--- src/rtl/led_bank_pkg.sv ---
// Shared constants and helpers for the led_toggle_bank push-button front end.
package led_bank_pkg;

    localparam logic [1:0] MODE_TOGGLE    = 2'b00;
    localparam logic [1:0] MODE_MOMENTARY = 2'b01;
    localparam logic [1:0] MODE_SHORTLONG = 2'b10;

    // Counter width for a range of n values, never narrower than one bit.
    function automatic int cnt_width(input int n);
        return (n > 1) ? $clog2(n) : 1;
    endfunction

endpackage

--- src/rtl/btn_channel.sv ---
// One button/LED lane: synchroniser, tick-sampled debounce, edge detect,
// long-press hold counter and mode-selected LED register.
module btn_channel
    import led_bank_pkg::*;
#(
    parameter int DB_SAMPLES = 4,
    parameter int LONG_TICKS = 1000
) (
    input  logic       clk,
    input  logic       rst,
    input  logic       tick,
    input  logic       button,
    input  logic [1:0] mode,
    output logic       led,
    output logic       press_pulse,
    output logic       long_pulse
);

    localparam int DW = cnt_width(DB_SAMPLES);
    localparam int HW = cnt_width(LONG_TICKS + 1);
    localparam logic [DW-1:0] DB_LAST  = DW'(DB_SAMPLES - 1);
    localparam logic [HW-1:0] HOLD_MAX = HW'(LONG_TICKS);

    logic [1:0]    sync_r;
    logic          stable_r;
    logic          stable_d_r;
    logic [DW-1:0] cnt_r;
    logic [HW-1:0] hold_r;
    logic          long_r;
    logic          led_r;
    logic          press_r;
    logic          long_pulse_r;

    logic          stable_nx_s;
    logic [DW-1:0] cnt_nx_s;
    logic [HW-1:0] hold_nx_s;
    logic          long_nx_s;
    logic          led_nx_s;
    logic          rise_s;
    logic          fall_s;
    logic          long_hit_s;

    assign rise_s     = stable_r & ~stable_d_r;
    assign fall_s     = ~stable_r & stable_d_r;
    // Long press can only be declared while the button is still held.
    assign long_hit_s = stable_r & (hold_r == HOLD_MAX) & ~long_r;

    // Next-state for debounce, hold counter, long flag and LED.
    always_comb begin
        stable_nx_s = stable_r;
        cnt_nx_s    = cnt_r;
        hold_nx_s   = hold_r;
        long_nx_s   = long_r;
        led_nx_s    = led_r;

        if (!tick) begin
            cnt_nx_s = cnt_r;
        end else if (sync_r[1] == stable_r) begin
            cnt_nx_s = {DW{1'b0}};
        end else if (cnt_r == DB_LAST) begin
            stable_nx_s = sync_r[1];
            cnt_nx_s    = {DW{1'b0}};
        end else begin
            cnt_nx_s = cnt_r + DW'(1);
        end

        if (!stable_r) begin
            hold_nx_s = {HW{1'b0}};
        end else if (tick && (hold_r != HOLD_MAX)) begin
            hold_nx_s = hold_r + HW'(1);
        end else begin
            hold_nx_s = hold_r;
        end

        if (long_hit_s) begin
            long_nx_s = 1'b1;
        end else if (fall_s) begin
            long_nx_s = 1'b0;
        end else begin
            long_nx_s = long_r;
        end

        case (mode)
            MODE_MOMENTARY: led_nx_s = stable_r;
            MODE_SHORTLONG: begin
                if (long_hit_s) begin
                    led_nx_s = 1'b0;
                end else if (fall_s && !long_r) begin
                    led_nx_s = ~led_r;
                end else begin
                    led_nx_s = led_r;
                end
            end
            default: begin
                if (rise_s) begin
                    led_nx_s = ~led_r;
                end else begin
                    led_nx_s = led_r;
                end
            end
        endcase
    end

    // Channel state registers with synchronous reset.
    always_ff @(posedge clk) begin
        if (rst) begin
            sync_r       <= 2'b00;
            stable_r     <= 1'b0;
            stable_d_r   <= 1'b0;
            cnt_r        <= {DW{1'b0}};
            hold_r       <= {HW{1'b0}};
            long_r       <= 1'b0;
            led_r        <= 1'b0;
            press_r      <= 1'b0;
            long_pulse_r <= 1'b0;
        end else begin
            sync_r       <= {sync_r[0], button};
            stable_r     <= stable_nx_s;
            stable_d_r   <= stable_r;
            cnt_r        <= cnt_nx_s;
            hold_r       <= hold_nx_s;
            long_r       <= long_nx_s;
            led_r        <= led_nx_s;
            press_r      <= rise_s;
            long_pulse_r <= long_hit_s;
        end
    end

    assign led         = led_r;
    assign press_pulse = press_r;
    assign long_pulse  = long_pulse_r;

endmodule

--- src/rtl/led_toggle_bank.sv ---
// N-channel debounced button / LED front end sharing one sample-tick generator.
module led_toggle_bank
    import led_bank_pkg::*;
#(
    parameter int NUM_CH     = 3,
    parameter int TICK_DIV   = 50000,
    parameter int DB_SAMPLES = 4,
    parameter int LONG_TICKS = 1000
) (
    input  logic                  Clk,
    input  logic                  Rst,
    input  logic [NUM_CH-1:0]     ButtonIn,
    input  logic [2*NUM_CH-1:0]   Mode,
    output logic [NUM_CH-1:0]     Led,
    output logic [NUM_CH-1:0]     PressPulse,
    output logic [NUM_CH-1:0]     LongPulse,
    output logic                  Tick
);

    localparam int TW = cnt_width(TICK_DIV);
    localparam logic [TW-1:0] TICK_LAST = TW'(TICK_DIV - 1);

    logic [TW-1:0] tick_cnt_r;
    logic [TW-1:0] tick_cnt_nx_s;
    logic          tick_r;

    // Tick is registered from the next count so it is high while count == TICK_DIV-1.
    always_comb begin
        tick_cnt_nx_s = tick_cnt_r;
        if (tick_cnt_r == TICK_LAST) begin
            tick_cnt_nx_s = {TW{1'b0}};
        end else begin
            tick_cnt_nx_s = tick_cnt_r + TW'(1);
        end
    end

    // Shared sample-tick counter and strobe.
    always_ff @(posedge Clk) begin
        if (Rst) begin
            tick_cnt_r <= {TW{1'b0}};
            tick_r     <= 1'b0;
        end else begin
            tick_cnt_r <= tick_cnt_nx_s;
            tick_r     <= (tick_cnt_nx_s == TICK_LAST);
        end
    end

    assign Tick = tick_r;

    for (genvar i = 0; i < NUM_CH; i++) begin : g_ch
        btn_channel #(
            .DB_SAMPLES (DB_SAMPLES),
            .LONG_TICKS (LONG_TICKS)
        ) u_ch (
            .clk         (Clk),
            .rst         (Rst),
            .tick        (tick_r),
            .button      (ButtonIn[i]),
            .mode        (Mode[2*i +: 2]),
            .led         (Led[i]),
            .press_pulse (PressPulse[i]),
            .long_pulse  (LongPulse[i])
        );
    end

endmodule
--- config.mk ---
export PLATFORM = sky130hd
export DESIGN_NAME = led_toggle_bank
export DESIGN_NICKNAME = d
export VERILOG_FILES = /design/src/rtl/led_bank_pkg.sv /design/src/rtl/btn_channel.sv /design/src/rtl/led_toggle_bank.sv
export SDC_FILE = /design/constraint.sdc
export NUM_CORES = 1
export LEC_CHECK = 0
export CAP_MARGIN = 10
export CORE_UTILIZATION = 45
export CTS_CLUSTER_SIZE = 24
export DETAILED_ROUTE_END_ITERATION = 10
export PLACE_DENSITY = 0.67
export SYNTH_ARGS = -nofsm -noshare
export SYNTH_HDL_FRONTEND = slang
export SYNTH_SLANG_ARGS = --single-unit
export TNS_END_PERCENT = 30
--- constraint.sdc ---
create_clock -name Clk -period 2.42 [get_ports Clk]
set_clock_uncertainty 0.15 [all_clocks]
set_input_delay 0.242 -clock Clk [delete_from_list [all_inputs] [get_ports Clk]]
set_output_delay 0.242 -clock Clk [all_outputs]
set_load 0.02 [all_outputs]
Word-level counts from Yosys, hierarchy flattened
Cells that the tools add are included.
{"block": "word_totals", "mem_count": 0, "ff_bits": 77, "input_bits": 11, "latch_bits": 0, "mem_bits_ro": 0, "mem_bits_rw": 0, "output_inout_bits": 10, "word_cells": 135}
{"block": "op_classes", "n_eq_ne": 23, "multipliers": 0, "addsub": 7, "n_div": 0, "mux": 25, "shift": 0, "magnitude_cmp": 0, "n_reduce_logical": 24, "bitwise_logic": 27}
{"operator": "$eq A16 B16 Y1 const B", "n": 2}
{"operator": "$add A10 B1 Y10 const B", "n": 3}
{"operator": "$eq A10 B10 Y1 const B", "n": 3}
{"operator": "$ne A10 B10 Y1 const B", "n": 3}
{"operator": "$add A16 B1 Y16 const B", "n": 1}
{"operator": "$mux W16", "n": 1}
{"operator": "$mux W1", "n": 15}
{"operator": "$not A1 Y1", "n": 15}
{"operator": "$and A1 B1 Y1", "n": 12}
{"operator": "$eq A2 B2 Y1 const B", "n": 6}
{"operator": "$mux W2", "n": 6}
{"operator": "$ne A3 B1 Y1 const B", "n": 3}
{"operator": "$reduce_and A3 Y1", "n": 3}
{"operator": "$reduce_bool A3 Y1", "n": 3}
{"operator": "$add A2 B1 Y2 const B", "n": 3}
{"operator": "$eq A2 B1 Y1 const B", "n": 3}
{"operator": "$logic_and A1 B1 Y1", "n": 6}
{"operator": "$pmux W1 S2", "n": 3}
{"operator": "$reduce_and A2 Y1", "n": 3}
{"operator": "$reduce_bool A2 Y1", "n": 3}
{"operator": "$reduce_or A2 Y1", "n": 3}
{"operator": "$eq A1 B1 Y1", "n": 3}
{"operator": "$logic_not A1 Y1", "n": 3}

Longest topological paths before layout
Gate-level depths: netlist (run 1).
{"block": "logic_depth", "depth_word": 6, "mapped_depth": 8, "depth_no_buf": 7}

Modules after synthesis
From an unflattened synthesis (run 1), not the netlist that was laid out.
{"block": "hier_totals", "hier_cells": 413, "hier_area_um2": 3723.6}
{"module": "btn_channel at g_ch[1].u_ch ...", "area_each_um2": 963.4, "n_inst": 2, "seq_area_each_um2": 400.4, "cells_each": 105}
{"module": "btn_channel at g_ch[0].u_ch", "area_each_um2": 935.9, "n_inst": 1, "seq_area_each_um2": 400.4, "cells_each": 105}
{"module": "led_toggle_bank", "area_each_um2": 860.8, "n_inst": 1, "seq_area_each_um2": 340.3, "cells_each": 98}

Worst setup path after synthesis (run 1)
OpenSTA, ideal clock, no wires.
{"block": "synth_path", "path_type": "flip-flop to flip-flop", "start": "reg g_ch[1].u_ch.hold_r[0]", "end": "reg g_ch[1].u_ch.led_r", "setup_slack_ps": 508, "arrival_ps": 1630, "path_stages_with_launch": 9, "required_ps": 2138, "n_path_buf": 1, "period_less_slack_ps": 1912, "setup_ps": 132, "path_cell_list": "dfxtp_1 > inv_1 > ha_1 > inv_1 > or4_1 > buf_2 > o311a_1 > nor3_2 > nor3_1"}
{"block": "synth_between", "elab_chain_cells": 5, "elab_cells_between_ends": 7, "classes_between": "eq/ne (2); mux (2); bitwise (2); reduce/logical (1)"}
{"element": "start, declared", "line": "btn_channel.sv:28", "text": "logic [HW-1:0] hold_r;"}
{"element": "start signal, assigned", "line": "btn_channel.sv:111", "text": "hold_r <= {HW{1'b0}};"}
{"element": "start signal, assigned", "line": "btn_channel.sv:121", "text": "hold_r <= hold_nx_s;"}
{"element": "$eq A10 B10 Y1 *", "line": "btn_channel.sv:46", "text": "assign long_hit_s = stable_r & (hold_r == HOLD_MAX) & ~long_r;"}
{"element": "$and A1 B1 Y1 * (2 in series)", "line": "btn_channel.sv:46"}
{"element": "$mux W1 or $ne A3 B1 Y1 (tied branches)"}
{"element": "$pmux W1 S2 or $reduce_and A2 Y1 (tied branches)"}
{"element": "end signal, assigned", "line": "btn_channel.sv:123", "text": "led_r <= led_nx_s;"}
{"element": "end, declared", "line": "btn_channel.sv:30", "text": "logic led_r;"}
Mark *: on every way between the ends. The rest lies on a longest branch, timed or not.
A chain may end at the register's enable or synchronous reset.

Final worst setup path (run 1)
{"block": "layout_path", "start": "reg tick_r, in the netlist Tick", "end": "out Tick"}
{"element": "start, declared", "line": "led_toggle_bank.sv:25", "text": "logic tick_r;"}
{"element": "start signal, assigned", "line": "led_toggle_bank.sv:44", "text": "tick_r <= (tick_cnt_nx_s == TICK_LAST);"}
{"element": "end, declared", "line": "led_toggle_bank.sv:17", "text": "output logic Tick"}
No word-level cell between the ends.

==> results.md, run 1 <==
- Hold Slack: 0.294 ns
- Largest net degree at the start of global routing: 21
- Vias in the first global route: 2667
- Num ports: 21
- Met2 Wirelength: 2800 um
- Overall Power: 2.47 mW
- All-Layer GR Usage: 16.4%
- Post_cts resized: 0
- Largest family of logic cells by synthesized area: simple AND/OR/NAND/NOR gates
- Mapped Cells: 433
- CTS tree: yes
- N_diodes: 0
- Drt pass-1 iters: 4
- Syn_area_per_cell: 8.44 um2
- DR DRC count: 0
- Worst r2r dst: g_ch[1].u_ch.led
- Cell row count: 32
- Initial Util: 46.8%
- GP Congestion: 0.816
- Max VDD drop: 0.000374 V
- Total Wirelength: 6190 um
- First-pass GRT wire length: 11200 um
- Post-synthesis mux area share: 1.40%
- Final worst setup slack: 0.236 ns
- Flop-to-flop setup slack: 0.36 ns
- MaxCap Viol Count: 0
- Setup violators final: 0
- Commonest non-fill, non-tap cell in the layout: dfxtp_1
- Min cycle time layout: 2.18 ns
- Net count, final: 473
- Hold depth: 2
- Post-Syn Nets: 461
- Hold Vio Cnt, Final: 0
- Synthesis Warnings: 0
- Antenna viol nets, final: 0
- Area fraction in and, or, nand and nor cells after synthesis: 26.6%
- Min-delay src: ButtonIn[0]
- Synth Area in Compound Gates: 7.74%
- Chip Height: 92.1 um
- Synth Area in Adders: 5.82%
- Crit path DAT: 1.79 ns
- Commonest cells after routing, fill and taps aside: 77 x dfxtp_1, 55 x nor2_1, 35 x nand2_1, 29 x inv_1, 28 x a21oi_1
- Kind of critical path: flip-flop to output port
- Clock slew seen by the registers of the worst setup and hold paths: 0.08 ns
- Initial DRC count: 82
- Outcome: complete, no violations
- Post-Route Utilization: 52.8%
- Worst hold endpoint: g_ch[0].u_ch.sync_r[0]
- Cts hold-fix bufs: 0
- Total global routing overflow: 0
- Max FO, Critical Path: 15
- CTS Sinks: 77
- H-tree depth: 3
- Vias per cell: 5.09
- Leak: 1.50 nW
- Setup_tns: 0 ns
- Power per Cell Area: 600 nW/um2
- Wire per inst: 11.2 um
- Mapped Area: 3650 um2
- CP endpoint kind: output port
- CP Launch Type: flip-flop
- Worst R2R Path Depth: 7
- Unique masters post-synth: 44
- Yosys reg bits: 77
- Share of cells above drive strength 1: 6.00%
- Top Metal Used: met4
- Register area share after synthesis: 42.2%
- Die area: 8480 um2
- Tcrit/Tclk final: 90.2%
- Setup bufs post-CTS: 0
- TritonCTS Buffers: 9
- Met3 WL: 194 um
- Root Driver: clkbuf_8
- Tightest Pin Transition: 0.536 ns
- HPWL Detailed: 4220 um
- Min-delay worst type: primary input to flip-flop
- Initial antenna violation count: 0
- PortBufs: 20
- Dpl ws: 0.360 ns
- Clock buffer depth: 2
- Metal-1 WL: 3020 um
- Final slew viol count: 0
- Worst reg2reg startpoint: g_ch[1].u_ch.hold_r[0]
- Achievable frequency: 458 MHz
- Layout area overhead: 12.9%
- Worst slew margin: 64.0%
- XOR/XNOR Fraction of Synth Area: 9.59%
- CORE AREA: 7810 um2
- Clock Latency Late Sink: 0.35 ns
- RSZ-0062 raised after global routing: false
- Vias post-DR: 2808
- Die span in x: 92.1 um
- WP data required: 2.03 ns
-- cells by family after synthesis --
| family | Yosys count |
|---|---|
| compound gates | 49 |
| xor+xnor | 40 |
| fa+ha+maj | 17 |
| buf+inv | 55 |
| flops | 77 |
| mux | 5 |
| simple gates | 190 |
-- power by group --
part	total (mW)	internal, mW	switching, mW
clock network	1.08	0.611	0.468
registers	1.29	1.28	0.0136
logic	0.0995	0.0525	0.0470
total	2.47	1.94	0.529
-- metrics by stage --
| step | area, um2 | instances |
|---|---|---|
| final | 4120 | 552 |
| after global routing | 4120 | 552 |
| after CTS | 4120 | 552 |
| after detailed placement | 3900 | 536 |
| after global placement | 3900 | 536 |
| after floorplan | 3650 | 433 |
-- worst max path at each step --
stage | start | to | cells after the start | slack, ns
2_1_floorplan | g_ch[1].u_ch.hold_r[0] | g_ch[1].u_ch.led | 8 | 0.51
3_3_place_gp | Mode[3] | g_ch[1].u_ch.led | 7 | 0.44
3_5_place_dp | g_ch[1].u_ch.hold_r[0] | g_ch[1].u_ch.led | 7 | 0.36
4_1_cts | Tick | Tick | 2 | 0.20
5_1_grt | Tick | Tick | 2 | 0.15
6_report | Tick | Tick | 2 | 0.24
-- flip-flops by register name (all words and copies together), names as in the netlist --
| signal | count |
|---|---|
| g_ch.u_ch.cnt_r | 6 |
| g_ch.u_ch.sync_r | 6 |
| g_ch.u_ch.stable_r | 3 |
| Tick | 1 |
| g_ch.u_ch.hold_r | 30 |
| g_ch.u_ch.long_r | 3 |
| g_ch.u_ch.press_pulse | 3 |
| g_ch.u_ch.long_pulse | 3 |
| tick_cnt_r | 16 |
| g_ch.u_ch.led | 3 |
| g_ch.u_ch.stable_d_r | 3 |
-- layer usage --
metal | up-vias | GRT usage, %
li1 | 1477 | -
met1 | 1278 | 19.4
met2 | 39 | 27.7
met3 | 14 | 3.48
met4 | 0 | 8.98
met5 | - | 0
-- final cells by class --
class                      count  area [um2]
fill                         728        3680
multi-input combinational    301        1870
clock buffer                  11         141
sequential                    77        1540
timing repair buffer          27         253
tap                          102         128
clock inverter                 5        83.8
inverter                      29         109
-- worst max-delay path, cell delays in order (launching register included) --
cell,delay (ns)
dfxtp_1,0.55
buf_4,0.27
clkdlybuf4s50_1,0.62
-- cell usage after synthesis (all sizes together) --
cell	number	area [um2]
a211oi	3	22.5
a21oi	28	140
a311o	1	10.0
a311oi	1	8.76
a31oi	1	6.26
and2	1	6.26
and3	9	56.3
and4	1	8.76
buf	15	92.6
clkbuf	11	42.5
dfxtp	77	1540
ha	17	213
inv	29	109
mux2	1	11.3
mux2i	4	40.0
nand2	35	131
nand2b	11	68.8
nand3	20	105
nand3b	2	15.0
nand4	14	93.8
nand4b	3	26.3
nor2	55	206
nor2b	9	56.3
nor3	15	85.1
nor3b	5	37.5
nor4b	1	8.76
nor4bb	2	20.0
o2111ai	1	8.76
o211ai	1	7.51
o21ai	7	35.0
o21bai	2	15.0
o22ai	3	18.8
o311a	1	10.0
or2	1	6.26
or3	5	31.3
or4	1	7.51
xnor2	18	158
xor2	22	193
Power figures use the tool's default switching activity.
==> inputs of run 2 (changes only) <==
ABC_AREA = 1   (was unset)
CORE_MARGIN = 1   (was unset)
==> run 2 against run 1 <==
Total power shrank 3.1%; via count grew 21%; clock-buffer cell count fell by 1; design area up 6.5%; first-iteration DRC count increased by 23%; sequential share of layout area shrank 2.3 points; critical path type unchanged; largest power group unchanged.
==> results.md, run 2 <==
- Clock buffer depth: 2 (unchanged)
- Comb pwr share: 4.0% (about the same)
- Fillers: 805 (+11%)
- Num ports: 21 (unchanged)
- Worst slew margin: 69.2% (+5.2 points)
- Post-Syn Nets: 594 (+29%)
- Total global routing overflow: 0 (unchanged)
- TritonCTS Buffers: 9 (unchanged)
- Die area: 9060 um2 (+6.8%)
- Top post-synthesis cells by count: 123 x nand2_1, 82 x nor2_1, 81 x inv_1
- Crit path cell chain: clkdlybuf4s50_1
- CP endpoint kind: output port
- Worst r2r dst: Tick
- Post-Route Utilization: 52.9% (+0.11 points)
- Vias per cell: 4.89 (-3.9%)
- Biggest regs: g_ch.u_ch.hold_r: 30 flops, tick_cnt_r: 16 flops
- Outcome: complete, no violations
- Net count, final: 616 (+30%)
- CP Launch Type: flip-flop
- Yosys reg bits: 77 (unchanged)
- Multi-input logic area: 1960 um2 (+4.9%)
- Largest net degree at the start of global routing: 15 (-29%)
- Flop-to-flop setup slack: 0.55 ns (+0.19 ns)
- Mapped Area: 3910 um2 (+7.0%)
- Tightest Pin Transition: 0.460 ns (-0.0755 ns)
- Initial DRC count: 101 (+23%)
- Crit path DAT: 1.58 ns (-0.21 ns)
- Setup_tns: 0 ns (unchanged)
- Worst reg2reg startpoint: tick_cnt_r[0]
- GP Congestion: 0.911 (+12%)
- CTS tree: yes
- Min-delay worst type: flip-flop to flip-flop
- Tcrit/Tclk final: 81.6% (-8.7 points)
- First-pass GRT wire length: 13000 um (+16%)
- RSZ-0062 raised after global routing: false
- Setup bufs post-CTS: 0 (unchanged)
- Layout area overhead: 12.4%
- Net Switching: 0.560 mW (+5.8%)
- Synth Flop Type: dfxtp_1
- Register area share after synthesis: 39.4% (-2.7 points)
- Clk network pwr share: 42.2% (-1.4 points)
- Setup violators final: 0 (unchanged)
- Critical path launch point: Tick
- Leak: 1.73 nW (+16%)
- Share of cells above drive strength 1: 6.58% (+0.58 points)
- Commonest cells after routing, fill and taps aside: 123 x nand2_1, 82 x nor2_1, 81 x inv_1, 77 x dfxtp_1, 36 x a21oi_1
- Critical Path Stages: 1 (-1)
- Seq pwr share: 53.7% (+1.4 points)
- Internal power: 1.84 mW (-5.5%)
- Mapped Cells: 566 (+31%)
- MaxCap Viol Count: 0 (unchanged)
- PortBufs: 20 (unchanged)
- Fraction of registers with async set/reset: 0% (unchanged)
- Root Driver: clkbuf_8
- Clock slew seen by the registers of the worst setup and hold paths: 0.08 ns (about the same)
- H-tree depth: 3 (unchanged)
- HPWL Detailed: 5540 um (+31%)
- Vias in the first global route: 3029 (+14%)
- Unique masters post-synth: 29 (-34%)
- Initial antenna violation count: 0 (unchanged)
- Largest register FFs: 30 (unchanged)
- Max FO, Critical Path: 7 (-8)
- Worst R2R Path Depth: 10 (+3)
- Largest Register: g_ch.u_ch.hold_r
- Post_cts resized: 0 (unchanged)
- Total Wirelength: 7480 um (+21%)
- Initial Util: 47.1% (+0.29 points)
- Syn_area_per_cell: 6.90 um2 (-18%)
- Slowest stage delay, CP: 0.68 ns (+0.06 ns)
- Buf/Inv on CP: 1 (-1)
- Cts hold-fix bufs: 0 (unchanged)
- CTS Sinks: 77 (unchanged)
- Storage element area: 1540 um2 (unchanged)
- Commonest non-fill, non-tap cell in the layout: nand2_1
- Vias post-DR: 3411 (+21%)
- Synth top area share: 39.4% (-2.7 points)
- Hold Slack: 0.253 ns (-0.0409 ns)
- Worst path top cell family by delay: buffers and inverters
- Cell row count: 33 (+3.1%)
- Setup crit end: Tick
- WP data required: 2.03 ns (about the same)
- Power per Cell Area: 546 nW/um2 (-9.0%)
- Die span in x: 95.2 um (+3.3%)
- Clock Latency Late Sink: 0.35 ns (about the same)
- Drt pass-1 iters: 4 (unchanged)
- Kind of critical path: flip-flop to output port
- Most common cell in the netlist: nand2_1
- Hold Vio Cnt, Final: 0 (unchanged)
- Wire per inst: 10.7 um (-4.5%)
- Max VDD drop: 0.000239 V (-36%)
- Achievable frequency: 507 MHz (+11%)
- DR DRC count: 0 (unchanged)
- Chip Height: 95.2 um (+3.3%)
- N_diodes: 0 (unchanged)
- Cell taking the most area after synthesis: dfxtp_1
- Sw Share: 23.4% (+2.0 points)
- Antenna viol nets, final: 0 (unchanged)
- All-Layer GR Usage: 18.2% (+1.8 points)
- Synthesis Warnings: 0 (unchanged)
- Final slew viol count: 0 (unchanged)
- Min cycle time layout: 1.97 ns (-0.210 ns)
- EDFF count, synth: 0 (unchanged)
- CP max stage cell: clkdlybuf4s50_1
- Synth top area cells: dfxtp_1 39%, nand2_1 12%, nor2_1 7.9%
- CORE AREA: 8300 um2 (+6.3%)
## run 2: changes by cell type after synthesis, moves of 6 or more
cell / delta
clkbuf_1: -10
inv_1: +52
xor2_1: -17
xnor2_1: -9
nand3_1: +11
o21ai_0: +19
nand2_1: +88
nor2_1: +27
nand2b_1: -11
a21oi_1: +8
and3_1: -8
nand2_2: +6
nor3_1: +7
nor2b_1: -9
## run 2: how the worst min path moves through the flow
stage,from,to,cells after the start
finish,g_ch[1].u_ch.sync_r[0],g_ch[1].u_ch.sync_r[1],2
floorplan,ButtonIn[0],g_ch[0].u_ch.sync_r[0],2
global placement,g_ch[2].u_ch.sync_r[0],g_ch[2].u_ch.sync_r[1],2
global route,ButtonIn[0],g_ch[0].u_ch.sync_r[0],3
detailed placement,g_ch[1].u_ch.sync_r[0],g_ch[1].u_ch.sync_r[1],2
CTS,ButtonIn[0],g_ch[0].u_ch.sync_r[0],3
## run 2: cell type report
type | count | area share [%]
Multi-Input combinational cell | 390 | 44.6
Sequential cell | 77 | 35.1
Inverter | 86 | 7.35
Timing Repair Buffer | 24 | 5.24
Clock buffer | 10 | 3.13
Tap cell | 105 | 2.99
Clock inverter | 6 | 1.59
## run 2: metrics by stage
| step | instance area, um2 | instances | total power, mW | worst slack (ns) |
|---|---|---|---|---|
| after detailed placement | 4190 | 682 | 1.42 | 0.474 |
| after global placement | 4190 | 682 | 1.41 | 0.554 |
| after floorplan | 3910 | 566 | 1.38 | 0.767 |
| after global routing | 4390 | 698 | 2.50 | 0.312 |
| final | 4390 | 698 | 2.40 | 0.446 |
| after CTS | 4390 | 698 | 2.43 | 0.403 |
## run 2: cell families (layout without fill, tap and decap cells)
logic type | Yosys count | after routing | synth area share [%]
buffers and inverters | 99 | 126 | 10.4
XOR/XNOR | 14 | 14 | 3.14
AND/OR/NAND/NOR | 289 | 289 | 32.1
flip-flops | 77 | 77 | 39.4
AO/OA/AOI/OAI | 70 | 70 | 9.41
adder cells (fa/ha/maj) | 17 | 17 | 5.44
## run 2: power by group through the flow
stage / clock (mW) / sequential [mW] / combinational (mW)
global route: 1.10 / 1.29 / 0.110
floorplan: 0 / 1.32 / 0.0630
finish: 1.01 / 1.29 / 0.0969
CTS: 1.04 / 1.29 / 0.0983
detailed placement: 0 / 1.32 / 0.0976
global placement: 0 / 1.32 / 0.0958
## run 2: layer usage
layer  vias up  routed length (um)  global-route usage, %
li1       1845                   -                      -
met2        45                3400                   29.2
met5         -                   0                      0
met3         8                 190                   3.11
met4         0                 114                   8.46
met1      1513                3770                   23.8
==> inputs of run 3 (changes only) <==
clock period = 2 ns   (was 2.42 ns; I/O delays follow)
==> run 3 against run 2 <==
Global-route usage up 0.55 points; total power up 34%; flip-flop and latch count unchanged; design area up 2.3%; sequential share of layout area down 0.77 points; setup slack worse by 0.33 ns; die area unchanged; register-to-register slack worse by 0.44 ns; critical path type is now flip-flop to flip-flop.
==> results.md, run 3 (synthesis gave the netlist of run 2 again) <==
- Outcome: complete, no violations
- H-tree depth: 3 (unchanged)
- Clock Latency Late Sink: 0.35 ns (about the same)
- Fillers: 785 (-2.5%)
- CTS tree: yes
- Clock buffer depth: 2 (unchanged)
- Crit path DAT: 1.98 ns (+0.40 ns)
- Max VDD drop: 0.000310 V (+30%)
- Num ports: 21 (unchanged)
- Die area: 9060 um2 (unchanged)
- Final Non-Filler Cells: 702 (+0.57%)
- Kind of critical path: flip-flop to flip-flop
- WP data required: 2.09 ns (+0.06 ns)
- Power per Cell Area: 714 nW/um2 (+31%)
- Layout area overhead: 15.0%
- Total Wirelength: 7800 um (+4.3%)
- Setup bufs post-CTS: 0 (unchanged)
- Commonest non-fill, non-tap cell in the layout: nand2_1
- Hold Vio Cnt, Final: 0 (unchanged)
- Achievable frequency: 530 MHz
- MaxCap Viol Count: 0 (unchanged)
- Overall Power: 3.21 mW (+34%)
- Wire per inst: 11.1 um (+3.8%)
- Cell row count: 33 (unchanged)
- Vias post-DR: 3486 (+2.2%)
- Worst slew margin: 77.0% (+7.8 points)
- Largest Register: g_ch.u_ch.hold_r
- Inst Count DP: 686 (+0.59%)
- Clock slew seen by the registers of the worst setup and hold paths: 0.08 ns (about the same)
- Max FO, Critical Path: 6 (-1)
- Leak: 1.79 nW (+3.0%)
- CORE AREA: 8300 um2 (unchanged)
- Final slew viol count: 0 (unchanged)
- Drt pass-1 iters: 4 (unchanged)
- Setup_tns: 0 ns (unchanged)
- Initial antenna violation count: 0 (unchanged)
- All-Layer GR Usage: 18.8% (+0.55 points)
- Initial Util: 47.1% (unchanged)
- Min-delay worst type: primary input to flip-flop
- CTS Sinks: 77 (unchanged)
- Root Driver: clkbuf_8
- First-pass GRT wire length: 13300 um (+2.2%)
- Chip Height: 95.2 um (unchanged)
- Die span in x: 95.2 um (unchanged)
- Tightest Pin Transition: 0.345 ns (-0.116 ns)
- CP endpoint kind: flip-flop
- GP Congestion: 0.894 (-1.9%)
- RSZ-0062 raised after global routing: false
- Min cycle time layout: 1.89 ns
- Dpl ws: 0.141 ns (-0.334 ns)
- Commonest cells after routing, fill and taps aside: 123 x nand2_1, 81 x inv_1, 80 x nor2_1, 76 x dfxtp_1, 36 x a21oi_1
- Tcrit/Tclk final: 94.3%
- Largest net degree at the start of global routing: 24 (+9)
- Vias per cell: 4.97 (+1.6%)
- Initial DRC count: 124 (+23%)
- Post-Route Utilization: 54.2% (+1.2 points)
- HPWL Detailed: 5850 um (+5.7%)
- Net count, final: 620 (+0.65%)
- Antenna viol nets, final: 0 (unchanged)
- PortBufs: 20 (unchanged)
- Share of cells above drive strength 1: 7.54% (+0.96 points)
- Final worst setup slack: 0.114 ns (-0.333 ns)
- Vias in the first global route: 3114 (+2.8%)
- TritonCTS Buffers: 9 (unchanged)
- Setup violators final: 0 (unchanged)
- Total global routing overflow: 0 (unchanged)
- Biggest regs: g_ch.u_ch.hold_r: 30 flops, tick_cnt_r: 16 flops
- CP Launch Type: flip-flop
- N_diodes: 0 (unchanged)
- DR DRC count: 0 (unchanged)
- Largest register FFs: 30 (unchanged)
run 3: cell types whose count changed in the layout (fill, tap and decap cells not counted), sizes merged:
cell      before  now
clkinv         6    2
clkinvlp       0    2
bufinv         1    4
inv           85   84
buf            4    8
run 3: path summary, 6_finish.rpt:
check	startpoint	end	slack, ns	cells past startpoint
hold / removal	ButtonIn[0]	g_ch[0].u_ch.sync_r[0]	0.21	3
setup / recovery	tick_cnt_r[0]	Tick	0.11	10
setup reg to reg	tick_cnt_r[0]	Tick	0.11	10
hold reg to reg	g_ch[2].u_ch.sync_r[0]	g_ch[2].u_ch.sync_r[1]	0.25	2
run 3: through the flow:
step / instance area [um2] / hold slack [ns]
6_report: 4500 / 0.214
3_3_place_gp: 4220 / 0.243
5_1_grt: 4500 / 0.215
2_1_floorplan: 3910 / 0.157
4_1_cts: 4480 / 0.203
3_5_place_dp: 4220 / 0.245
run 3: timing repair:
item	CTS	global route
endpoints found under the setup margin	0	7
hold buffers	0	0
gates resized for setup	0	6
run 3: cell type report:
class | instances | area, um2 | area share (%)
Timing Repair Buffer | 28 | 260 | 5.79
Multi-Input combinational cell | 390 | 1980 | 43.9
Inverter | 86 | 323 | 7.18
Clock inverter | 6 | 135 | 3.01
Sequential cell | 77 | 1540 | 34.3
Clock buffer | 10 | 128 | 2.84
Tap cell | 105 | 131 | 2.92
run 3: metal layers:
layer | global-route usage, % | part of all wire (%) | vias up | wire length (um)
met5 | 0 | 0 | - | 0
met4 | 9.22 | 1.2 | 0 | 95
met3 | 4.39 | 3.3 | 6 | 260
met2 | 30.3 | 48 | 55 | 3730
met1 | 23.4 | 48 | 1585 | 3720
li1 | - | - | 1840 | -
run 3: critical path: stages (launching register included):
cell,delay [ns]
dfxtp_1,0.41
ha_1,0.27
nand2_2,0.10
nor2_4,0.15
nand3_1,0.10
nor2_2,0.22
inv_1,0.09
nand3_1,0.11
nor2_1,0.05
nand4_1,0.09
nor2_1,0.04
run 3: report_power, final:
| part | switching [mW] | internal, mW |
|---|---|---|
| Clock | 0.576 | 0.955 |
| Sequential | 0.0127 | 1.55 |
| Combinational | 0.0626 | 0.0569 |
| Total | 0.652 | 2.56 |
